===== src/rtl/decode_stage.sv =====
// -----------------------------------------------------------------------------
// common: shared ISA types for the decode pipeline.
//
// Instruction word layout (32 bits): opcode[31:26], then a 26-bit field union.
// All formats keep dst at [25:21] and r1 at [20:16]. r2 sits at [15:11], which
// overlaps the top of the 16-bit immediate, so the decoder can extract every
// operand id and the immediate from fixed positions whatever the opcode.
// -----------------------------------------------------------------------------
package common;

  typedef enum logic [5:0] {
    OP_ADD      = 6'h01,
    OP_SUB      = 6'h02,
    OP_MUL      = 6'h03,
    OP_LDB      = 6'h04,
    OP_LDW      = 6'h05,
    OP_STB      = 6'h06,
    OP_STW      = 6'h07,
    OP_BEQ      = 6'h08,
    OP_JUMP     = 6'h09,
    OP_MOV      = 6'h0A,
    OP_TLBWRITE = 6'h0B,
    OP_IRET     = 6'h0C
  } opcode_t;

  typedef struct packed {
    logic [4:0]  dst;
    logic [4:0]  r1;
    logic [4:0]  r2;
    logic [10:0] unused;
  } r_fields_t;

  typedef struct packed {
    logic [4:0]  dst;
    logic [4:0]  r1;
    logic [15:0] immediate;
  } m_fields_t;

  typedef struct packed {
    logic [4:0]  dst;
    logic [4:0]  r1;
    logic [4:0]  r2;
    logic [9:0]  offset_hi;
    logic        offset_lo;
  } b_fields_t;

  typedef union packed {
    r_fields_t r;
    m_fields_t m;
    b_fields_t b;
  } fields_t;

  typedef struct packed {
    opcode_t opcode;
    fields_t fields;
  } instr_t;

  typedef enum logic       {A_REGFILE, A_PC}                 mux_a_t;
  typedef enum logic       {B_REGFILE, B_IMM}                mux_b_t;
  typedef enum logic [1:0] {F_ADD, F_SUB, F_MUL, F_LAND}     func_t;
  typedef enum logic [1:0] {TLB_OFF, TLB_ITLB, TLB_DTLB}     tlbwrite_t;

  // Bit positions inside the 9-bit flag vector
  // {mem,store,isbyte,mul,reg,jump,branch,iret,illegal}.
  localparam int FLAG_ILLEGAL = 0;
  localparam int FLAG_IRET    = 1;
  localparam int FLAG_BRANCH  = 2;
  localparam int FLAG_JUMP    = 3;
  localparam int FLAG_REG     = 4;
  localparam int FLAG_MUL     = 5;
  localparam int FLAG_ISBYTE  = 6;
  localparam int FLAG_STORE   = 7;
  localparam int FLAG_MEM     = 8;

  // Control part of a decoded instruction, plus which sources it reads.
  typedef struct packed {
    func_t     func;
    mux_a_t    a;
    mux_b_t    b;
    logic [8:0] flags;
    tlbwrite_t tlbwrite;
    logic      rd_r1;
    logic      rd_r2;
  } ctrl_t;

  // Pure opcode decode. offset_lo picks the TLB for tlbwrite (0 -> itlb).
  function automatic ctrl_t decode(opcode_t op, logic offset_lo);
    ctrl_t c;
    c.func     = F_ADD;
    c.a        = A_REGFILE;
    c.b        = B_REGFILE;
    c.flags    = '0;
    c.tlbwrite = TLB_OFF;
    c.rd_r1    = 1'b0;
    c.rd_r2    = 1'b0;
    case (op)
      OP_ADD, OP_SUB: begin
        c.func            = (op == OP_SUB) ? F_SUB : F_ADD;
        c.flags[FLAG_REG] = 1'b1;
        c.rd_r1           = 1'b1;
        c.rd_r2           = 1'b1;
      end
      OP_MUL: begin
        c.func            = F_MUL;
        c.flags[FLAG_MUL] = 1'b1;
        c.flags[FLAG_REG] = 1'b1;
        c.rd_r1           = 1'b1;
        c.rd_r2           = 1'b1;
      end
      OP_LDB, OP_LDW: begin
        c.b                  = B_IMM;
        c.flags[FLAG_MEM]    = 1'b1;
        c.flags[FLAG_REG]    = 1'b1;
        c.flags[FLAG_ISBYTE] = (op == OP_LDB);
        c.rd_r1              = 1'b1;
      end
      OP_STB, OP_STW: begin
        c.b                  = B_IMM;
        c.flags[FLAG_MEM]    = 1'b1;
        c.flags[FLAG_STORE]  = 1'b1;
        c.flags[FLAG_ISBYTE] = (op == OP_STB);
        c.rd_r1              = 1'b1;
        c.rd_r2              = 1'b1;
      end
      OP_BEQ: begin
        c.a                  = A_PC;
        c.b                  = B_IMM;
        c.flags[FLAG_JUMP]   = 1'b1;
        c.flags[FLAG_BRANCH] = 1'b1;
        c.rd_r1              = 1'b1;
        c.rd_r2              = 1'b1;
      end
      OP_JUMP: begin
        c.b                = B_IMM;
        c.flags[FLAG_JUMP] = 1'b1;
        c.rd_r1            = 1'b1;
      end
      OP_MOV: begin
        c.func            = F_LAND;
        c.flags[FLAG_REG] = 1'b1;
        c.rd_r1           = 1'b1;
        c.rd_r2           = 1'b1;
      end
      OP_TLBWRITE: begin
        c.tlbwrite = offset_lo ? TLB_DTLB : TLB_ITLB;
        c.rd_r1    = 1'b1;
        c.rd_r2    = 1'b1;
      end
      OP_IRET: begin
        c.flags[FLAG_IRET] = 1'b1;
      end
      default: begin
        // Unknown opcode travels downstream as a harmless bundle.
        c.flags[FLAG_ILLEGAL] = 1'b1;
      end
    endcase
    return c;
  endfunction

endpackage

// -----------------------------------------------------------------------------
// decode_stage: registered decode stage with valid/ready on both sides.
//
// Decodes an instr_t into operand ids, zero-extended immediate, operand mux
// selects, ALU function and control flags. A per-register counter of
// in-flight writes stalls readers (RAW) and caps outstanding writes per
// register. iret/tlbwrite wait until the pipeline behind is empty. flush
// drops the held bundle and un-counts its write.
//
// Ports
//   clk, rst_n            clock, asynchronous active-low reset
//   in_valid/in_ready     upstream handshake (in_ready is combinational)
//   in_instr, in_pc       instruction and its PC
//   flush                 squash held bundle, block acceptance this cycle
//   out_valid/out_ready   downstream handshake
//   out_r1/out_r2/out_dst source/destination register ids
//   out_imm               zero-extended immediate
//   out_a/out_b           operand selects
//   out_func              ALU function
//   out_flags             {mem,store,isbyte,mul,reg,jump,branch,iret,illegal}
//   out_tlbwrite          off/itlb/dtlb
//   out_pc                PC of the held bundle
//   wb_valid, wb_dst      register write retiring this cycle
//   sb_empty              no register has an in-flight write
// -----------------------------------------------------------------------------
module decode_stage
  import common::*;
#(
  parameter int WORD_W   = 32,
  parameter int REG_N    = 32,
  parameter int SB_CNT_W = 3,
  localparam int REGID_W = $clog2(REG_N)
) (
  input  logic               clk,
  input  logic               rst_n,
  input  logic               in_valid,
  output logic               in_ready,
  input  instr_t             in_instr,
  input  logic [WORD_W-1:0]  in_pc,
  input  logic               flush,
  output logic               out_valid,
  input  logic               out_ready,
  output logic [REGID_W-1:0] out_r1,
  output logic [REGID_W-1:0] out_r2,
  output logic [REGID_W-1:0] out_dst,
  output logic [WORD_W-1:0]  out_imm,
  output mux_a_t             out_a,
  output mux_b_t             out_b,
  output func_t              out_func,
  output logic [8:0]         out_flags,
  output tlbwrite_t          out_tlbwrite,
  output logic [WORD_W-1:0]  out_pc,
  input  logic               wb_valid,
  input  logic [REGID_W-1:0] wb_dst,
  output logic               sb_empty
);

  localparam logic [SB_CNT_W-1:0] CNT_MAX = '1;

  // ---------------------------------------------------------------------------
  // Combinational decode of the incoming word
  // ---------------------------------------------------------------------------
  ctrl_t              dec;
  logic [REGID_W-1:0] in_r1;
  logic [REGID_W-1:0] in_r2;
  logic [REGID_W-1:0] in_dst;
  logic [WORD_W-1:0]  in_imm;

  assign dec    = decode(in_instr.opcode, in_instr.fields.b.offset_lo);
  assign in_r1  = REGID_W'(in_instr.fields.r.r1);
  assign in_r2  = REGID_W'(in_instr.fields.r.r2);
  assign in_dst = REGID_W'(in_instr.fields.r.dst);
  assign in_imm = WORD_W'(in_instr.fields.m.immediate);

  // ---------------------------------------------------------------------------
  // Scoreboard: one in-flight write counter per register (r0 stays zero)
  // ---------------------------------------------------------------------------
  logic [SB_CNT_W-1:0] cnt      [REG_N];
  logic [SB_CNT_W-1:0] cnt_next [REG_N];

  always_comb begin
    sb_empty = 1'b1;
    for (int r = 0; r < REG_N; r++) begin
      if (cnt[r] != '0) sb_empty = 1'b0;
    end
  end

  // ---------------------------------------------------------------------------
  // Hazard detection and input handshake
  // ---------------------------------------------------------------------------
  logic hazard;
  logic accept;
  logic serialising;

  assign serialising = dec.flags[FLAG_IRET] || (dec.tlbwrite != TLB_OFF);

  // NOTE: every variable driven in always_comb gets a default at the top so
  // no path leaves it unassigned, which would otherwise infer a latch.
  always_comb begin
    hazard = 1'b0;
    if (dec.rd_r1 && (in_r1 != '0) && (cnt[in_r1] != '0)) hazard = 1'b1;
    if (dec.rd_r2 && (in_r2 != '0) && (cnt[in_r2] != '0)) hazard = 1'b1;
    // A further write to a register whose counter is saturated must wait.
    if (dec.flags[FLAG_REG] && (in_dst != '0) && (cnt[in_dst] == CNT_MAX)) hazard = 1'b1;
    // iret/tlbwrite only issue into a completely drained back end.
    if (serialising && (!sb_empty || out_valid)) hazard = 1'b1;
  end

  assign in_ready = !flush && !hazard && (!out_valid || out_ready);
  assign accept   = in_valid && in_ready;

  // ---------------------------------------------------------------------------
  // Counter update: +1 on accepted write, -1 on writeback, -1 when a flush
  // drops a held bundle that would have written. All may coincide.
  // ---------------------------------------------------------------------------
  logic flush_drop;
  assign flush_drop = flush && out_valid && out_flags[FLAG_REG] && (out_dst != '0);

  always_comb begin
    for (int r = 0; r < REG_N; r++) begin : g_cnt
      logic                inc;
      logic                dec_wb;
      logic                dec_fl;
      logic [SB_CNT_W+1:0] up;
      logic [SB_CNT_W+1:0] down;
      inc    = accept && dec.flags[FLAG_REG] && (in_dst == REGID_W'(r));
      dec_wb = wb_valid && (wb_dst == REGID_W'(r));
      dec_fl = flush_drop && (out_dst == REGID_W'(r));
      up     = {2'b00, cnt[r]} + (SB_CNT_W + 2)'(inc);
      down   = (SB_CNT_W + 2)'(dec_wb) + (SB_CNT_W + 2)'(dec_fl);
      // A stray writeback on an idle counter clamps at zero.
      if (r == 0)          cnt_next[r] = '0;
      else if (up > down)  cnt_next[r] = SB_CNT_W'(up - down);
      else                 cnt_next[r] = '0;
    end
  end

  // NOTE: the counters are plain flops rather than a RAM macro, so the whole
  // array is reset; a stale count after reset would stall decode forever.
  always_ff @(posedge clk or negedge rst_n) begin
    if (!rst_n) begin
      for (int r = 0; r < REG_N; r++) cnt[r] <= '0;
    end else begin
      for (int r = 0; r < REG_N; r++) cnt[r] <= cnt_next[r];
    end
  end

  // ---------------------------------------------------------------------------
  // Output bundle register
  // ---------------------------------------------------------------------------
  // NOTE: sequential state uses non-blocking assignments so every flop samples
  // pre-edge values regardless of statement order.
  always_ff @(posedge clk or negedge rst_n) begin
    if (!rst_n) begin
      out_valid    <= 1'b0;
      out_r1       <= '0;
      out_r2       <= '0;
      out_dst      <= '0;
      out_imm      <= '0;
      out_a        <= A_REGFILE;
      out_b        <= B_REGFILE;
      out_func     <= F_ADD;
      out_flags    <= '0;
      out_tlbwrite <= TLB_OFF;
      out_pc       <= '0;
    end else if (accept) begin
      out_valid    <= 1'b1;
      out_r1       <= in_r1;
      out_r2       <= in_r2;
      out_dst      <= in_dst;
      out_imm      <= in_imm;
      out_a        <= dec.a;
      out_b        <= dec.b;
      out_func     <= dec.func;
      out_flags    <= dec.flags;
      out_tlbwrite <= dec.tlbwrite;
      out_pc       <= in_pc;
    end else if (flush || out_ready) begin
      // Either the bundle left downstream or it was squashed; the payload
      // registers keep their stale contents behind out_valid=0.
      out_valid <= 1'b0;
    end
  end

  // ---------------------------------------------------------------------------
  // Protocol check: a writeback must retire a write that is actually counted.
  // ---------------------------------------------------------------------------
  a_wb_not_idle : assert property (@(posedge clk) disable iff (!rst_n)
    !(wb_valid && (wb_dst != '0) && (cnt[wb_dst] == '0)));

endmodule


===== config.mk =====
export PLATFORM = sky130hd
export DESIGN_NAME = decode_stage
export DESIGN_NICKNAME = d
export VERILOG_FILES = /design/src/rtl/decode_stage.sv
export SDC_FILE = /design/constraint.sdc
export NUM_CORES = 1
export LEC_CHECK = 0
export ABC_AREA = 1
export BUFFER_PORTS_ARGS = -buffer_cell sky130_fd_sc_hd__buf_4
export CAP_MARGIN = 15
export CORE_MARGIN = 2
export CORE_UTILIZATION = 60
export DETAILED_ROUTE_END_ITERATION = 16
export PLACE_DENSITY = 0.82
export SYNTH_ARGS = -nofsm -noshare
export SYNTH_HDL_FRONTEND = slang
export SYNTH_SLANG_ARGS = --single-unit
export TNS_END_PERCENT = 5

===== constraint.sdc =====
create_clock -name clk -period 4.7 [get_ports clk]
set_clock_uncertainty 0.15 [all_clocks]
set_input_delay 0.235 -clock clk [delete_from_list [all_inputs] [get_ports clk]]
set_output_delay 0.235 -clock clk [all_outputs]
set_load 0.02 [all_outputs]

**After elaboration in Yosys (flattened, before gate mapping)**

Cells that the tools add are included.

- $add $sub $neg: 93
- Order comparisons: 34
- Equality and inequality tests: 106
- Multiplexer cells: 93
- Bitwise logic cells: 3
- Reduce and logical (&&, ||, !) cells: 164

Operators with widths:

| cell | number |
|---|---|
| $eq A5 B5 Y1 const B | 48 |
| $add A3 B1 Y4 | 31 |
| $gt A4 B2 Y1 | 31 |
| $eq A5 B4 Y1 const B | 24 |
| $mux W3 | 37 |
| $logic_and A1 B1 Y1 | 107 |
| $reduce_bool A3 Y1 | 33 |
| $sub A3 B2 Y3 | 31 |
| $add A1 B1 Y2 | 31 |
| $eq A5 B3 Y1 const B | 12 |
| $mux W1 | 49 |
| $bmux W3 S5 | 3 |
| $eq A5 B2 Y1 const B | 6 |
| $eq A6 B4 Y1 const B | 5 |
| $eq A6 B3 Y1 const B | 4 |
| $reduce_bool A5 Y1 | 4 |
| $ge A6 B6 Y1 const B | 3 |
| $not A5 Y6 | 3 |
| $eq A5 B1 Y1 const B | 3 |
| $eq A6 B2 Y1 const B | 2 |
| $reduce_or A12 Y1 | 1 |
| $reduce_or A6 Y1 | 2 |
| $reduce_or A11 Y1 | 1 |
| $reduce_or A2 Y1 | 4 |
| other kinds (10) | 18 |

- Flip-flop bits (word level): 172
- Bits of input ports: 75
- Output and inout bits: 97

**Logic depth before layout (Yosys ltp)**

- Depth in word-level cells: 45
- Gate-level depth with buffers: 30
- Depth with buffers taken out: 27

**Worst setup path after synthesis**

No wires, ideal clock.

- Path kind: reg2reg
- Start: reg cnt[41] in the netlist's numbering
- End: reg cnt[33] in the netlist's numbering
- Library setup time: 112 ps
- Data arrival time: 3087 ps
- Setup slack: 1351 ps
- Stages on the path, launching flop included: 21
- Cells stage by stage: dfrtp_1 -> nor2_1 -> nand3_1 -> nor2_1 -> nand2_1 -> nor2_1 -> nand4_1 -> a21boi_0 -> nand3_1 -> nor2_2 -> buf_4 -> nand3_4 -> buf_6 -> nor2_1 -> ha_1 -> ha_1 -> fa_1 -> a21boi_0 -> nor2_1 -> or2_2 -> inv_1

RTL lines:

| element | RTL line | source |
|---|---|---|
| from (decl) | 239 | `logic [SB_CNT_W-1:0] cnt [REG_N];` |

==> qor.csv <==
metric,value,unit
holdPathStages,4,
avgSynthCellArea,7.17,um2
gp_routability_congestion,1.08,
core,22500,um2
multi_input_area,7920,um2
synth_top_area_share,30.5,%
finalCritPeriodShare,93.3,%
required,4.89,ns
wl_per_cell,18.1,um
drt-total-wl,43100,um
postSynthCellCount,1903,
endpoint_kind,flip-flop,
clk_pin_slew_worst_paths,0.08,ns
avgViaCountPerCell,5.54,
synth_area_leaders,"dfrtp_1 (30%), ha_1 (14%), nand2_1 (14%)",
worstReg2RegEnd,cnt[66],
register_area,4150,um2
insertion_delay,0.45,ns
drc,0,
p_leak,0.00950,uW
r2r_setup_slack,0.58,ns
drv_cap,0,
max_stage_delay,0.91,ns
die_h,155,um
die_w,155,um
synth-main-ff-cell,dfrtp_1,
whs,0.0139,ns
hp-class,in -> reg,
start_util,60.6,%
r2r_start,cnt[89],
power.density,248,nW/um2
antenna_left,0,
min_to,out_flags[6],
layout-drive-gt1-share,11.4,%
critPathMostFrequentCell,nor2_1,
worst_slack,0.314,ns
cts-buffers-inserted,17,
rows,55,
grt_usage,36.5,%
dieArea,23900,um2
grt_max_degree,101,
drtPass1Iterations,7,
report.final.hold_viol_count,0,
final.fill_count,1762,
min-delay-start,in_instr[30],
postLayoutCoreUtil,71.2,%
antenna_cells,0,
cts_root_buf,clkbuf_16,
layout.nets,2340,
synth_top_area_cell,dfrtp_1,
cp_max_fo,19,
final.setup.tns,0,ns
ys_ff_latch,166,
ir_drop,0.230,mV
synth_common_cells,"nand2_1 (492), inv_1 (316), nor2_1 (263)",
num_vias,13200,
rsz0062_at_grt,false,
ctsResizeCount,0,
slowest_stage,o221ai_2,
relSlewSlack,23.1,%
drt_iter0_drc,1539,
setup_violations,0,
ys_seq_area_share,30.5,%
grt_overflow_total,0,
worst_r2r_path_depth,19,
yosysUniqueCellTypes,35,
crit_type,in -> reg,
antenna_found_initial,0,
synth_area,13600,um2
synthArstFlopShare,100,%
synth_warnings,0,
grt_pass1_wl,68000,um
fmax,228,MHz
io_pins,172,
worstPathArrival,4.58,ns
synth_edf_count,0,
period_needed,4.39,ns
crit_chain,"dlygate4sd3_1, buf_4, nor2_1, nand2_1, o221ai_2, nand2_1, nand3_1, nor2_4, nand4_1, buf_4, nor2_1, ha_1, ha_1, fa_1, a21boi_0, nor2_1, or2_2, inv_1",
pre_cts_ws,0.312,ns
cts.htree.levels,4,
crit_path_start_kind,input port,
synthToLayoutAreaGrowth,17.6,%
tightestPinTransition,1.15,ns
slew_violations,0,
cts_sinks,166,
dp_hpwl,32100,um
outcome,finished clean,
tritoncts,yes,
ctsLongestPathBuffers,2,
synth_most_common_cell,nand2_1,
grt_pass1_vias,12700,
port_buffers,155,
==> report_power, final <==
group | switching, uW | internal (uW)
clock network | 729 | 773
registers | 83.8 | 1530
logic | 545 | 314
==> flip-flops by register name, indices dropped and copies added, names as in the netlist <==
name and count:
out_r2 5, out_b 1, out_tlbwrite 2, out_r1 5
out_imm 11, cnt 93, out_func 2, out_valid 1
out_pc 32, out_dst 5, out_flags 9
==> placed cells by master, fill, tap and decap left out, drive strengths merged, types with 49 or more instances in the layout <==
cell	count
inv	326
buf	164
o21ai	49
dfrtp	166
nor2	266
dlygate4sd3	52
nand3	148
xor2	62
nand2	493
ha	155
==> repair_timing <==
action / in CTS / in global routing
setup buffers: 0 / 0
endpoints found under the hold margin: 119 / 0
endpoints found under the setup margin: 0 / 0
hold buffers: 52 / 0
==> layout make-up <==
type                       instances  share of cell area (%)
clock buffer                      17                    2.65
clock inverter                    15                    1.24
inverter                         320                    7.49
multi-input combinational       1358                    49.4
sequential                       166                    25.9
tap                              285                    2.22
timing repair buffer             216                    11.1
==> metrics by stage <==
stage,power (uW),instance area [um2],std cells
floorplan,2070,13700,1918
global placement,2420,14900,2293
detailed placement,2440,14900,2293
CTS,3960,16000,2377
global route,4130,16000,2377
finish,3980,16000,2377
==> worst max-delay path, delay by kind of cell <==
family | cells | cell delay (ns)
compound gates | 2 | 1.07
fa+ha+maj | 3 | 0.98
buf+inv | 4 | 1.01
simple gates | 9 | 1.26
==> worst max-delay path by stage <==
stage	from	to	cells past startpoint
after floorplan	cnt[41]	cnt[33]	20
after global placement	in_instr[21]	cnt[39]	24
after detailed placement	in_instr[31]	cnt[66]	19
after CTS	in_instr[29]	cnt[66]	18
after global routing	in_instr[29]	cnt[72]	18
final	in_instr[29]	cnt[66]	18
==> metal layers <==
layer / wire (um) / GRT usage, % / vias to the layer above
met2: 19600 / 59.6 / 746
met1: 17000 / 46.5 / 6091
met5: 0 / 0 / -
li1: - / - / 6169
met4: 2450 / 18.7 / 0
met3: 4070 / 7.12 / 161
==> kinds of logic after synthesis <==
logic type / count (synthesis) / share of synthesized area (%)
AO/OA/AOI/OAI: 131 / 5.80
XOR/XNOR: 62 / 3.98
adder cells (fa/ha/maj): 186 / 18.8
buffers and inverters: 394 / 11.9
flip-flops: 166 / 30.5
other: 1 / 0.0275
AND/OR/NAND/NOR: 963 / 29.0
Note: power is estimated with default switching activity, not from simulation.
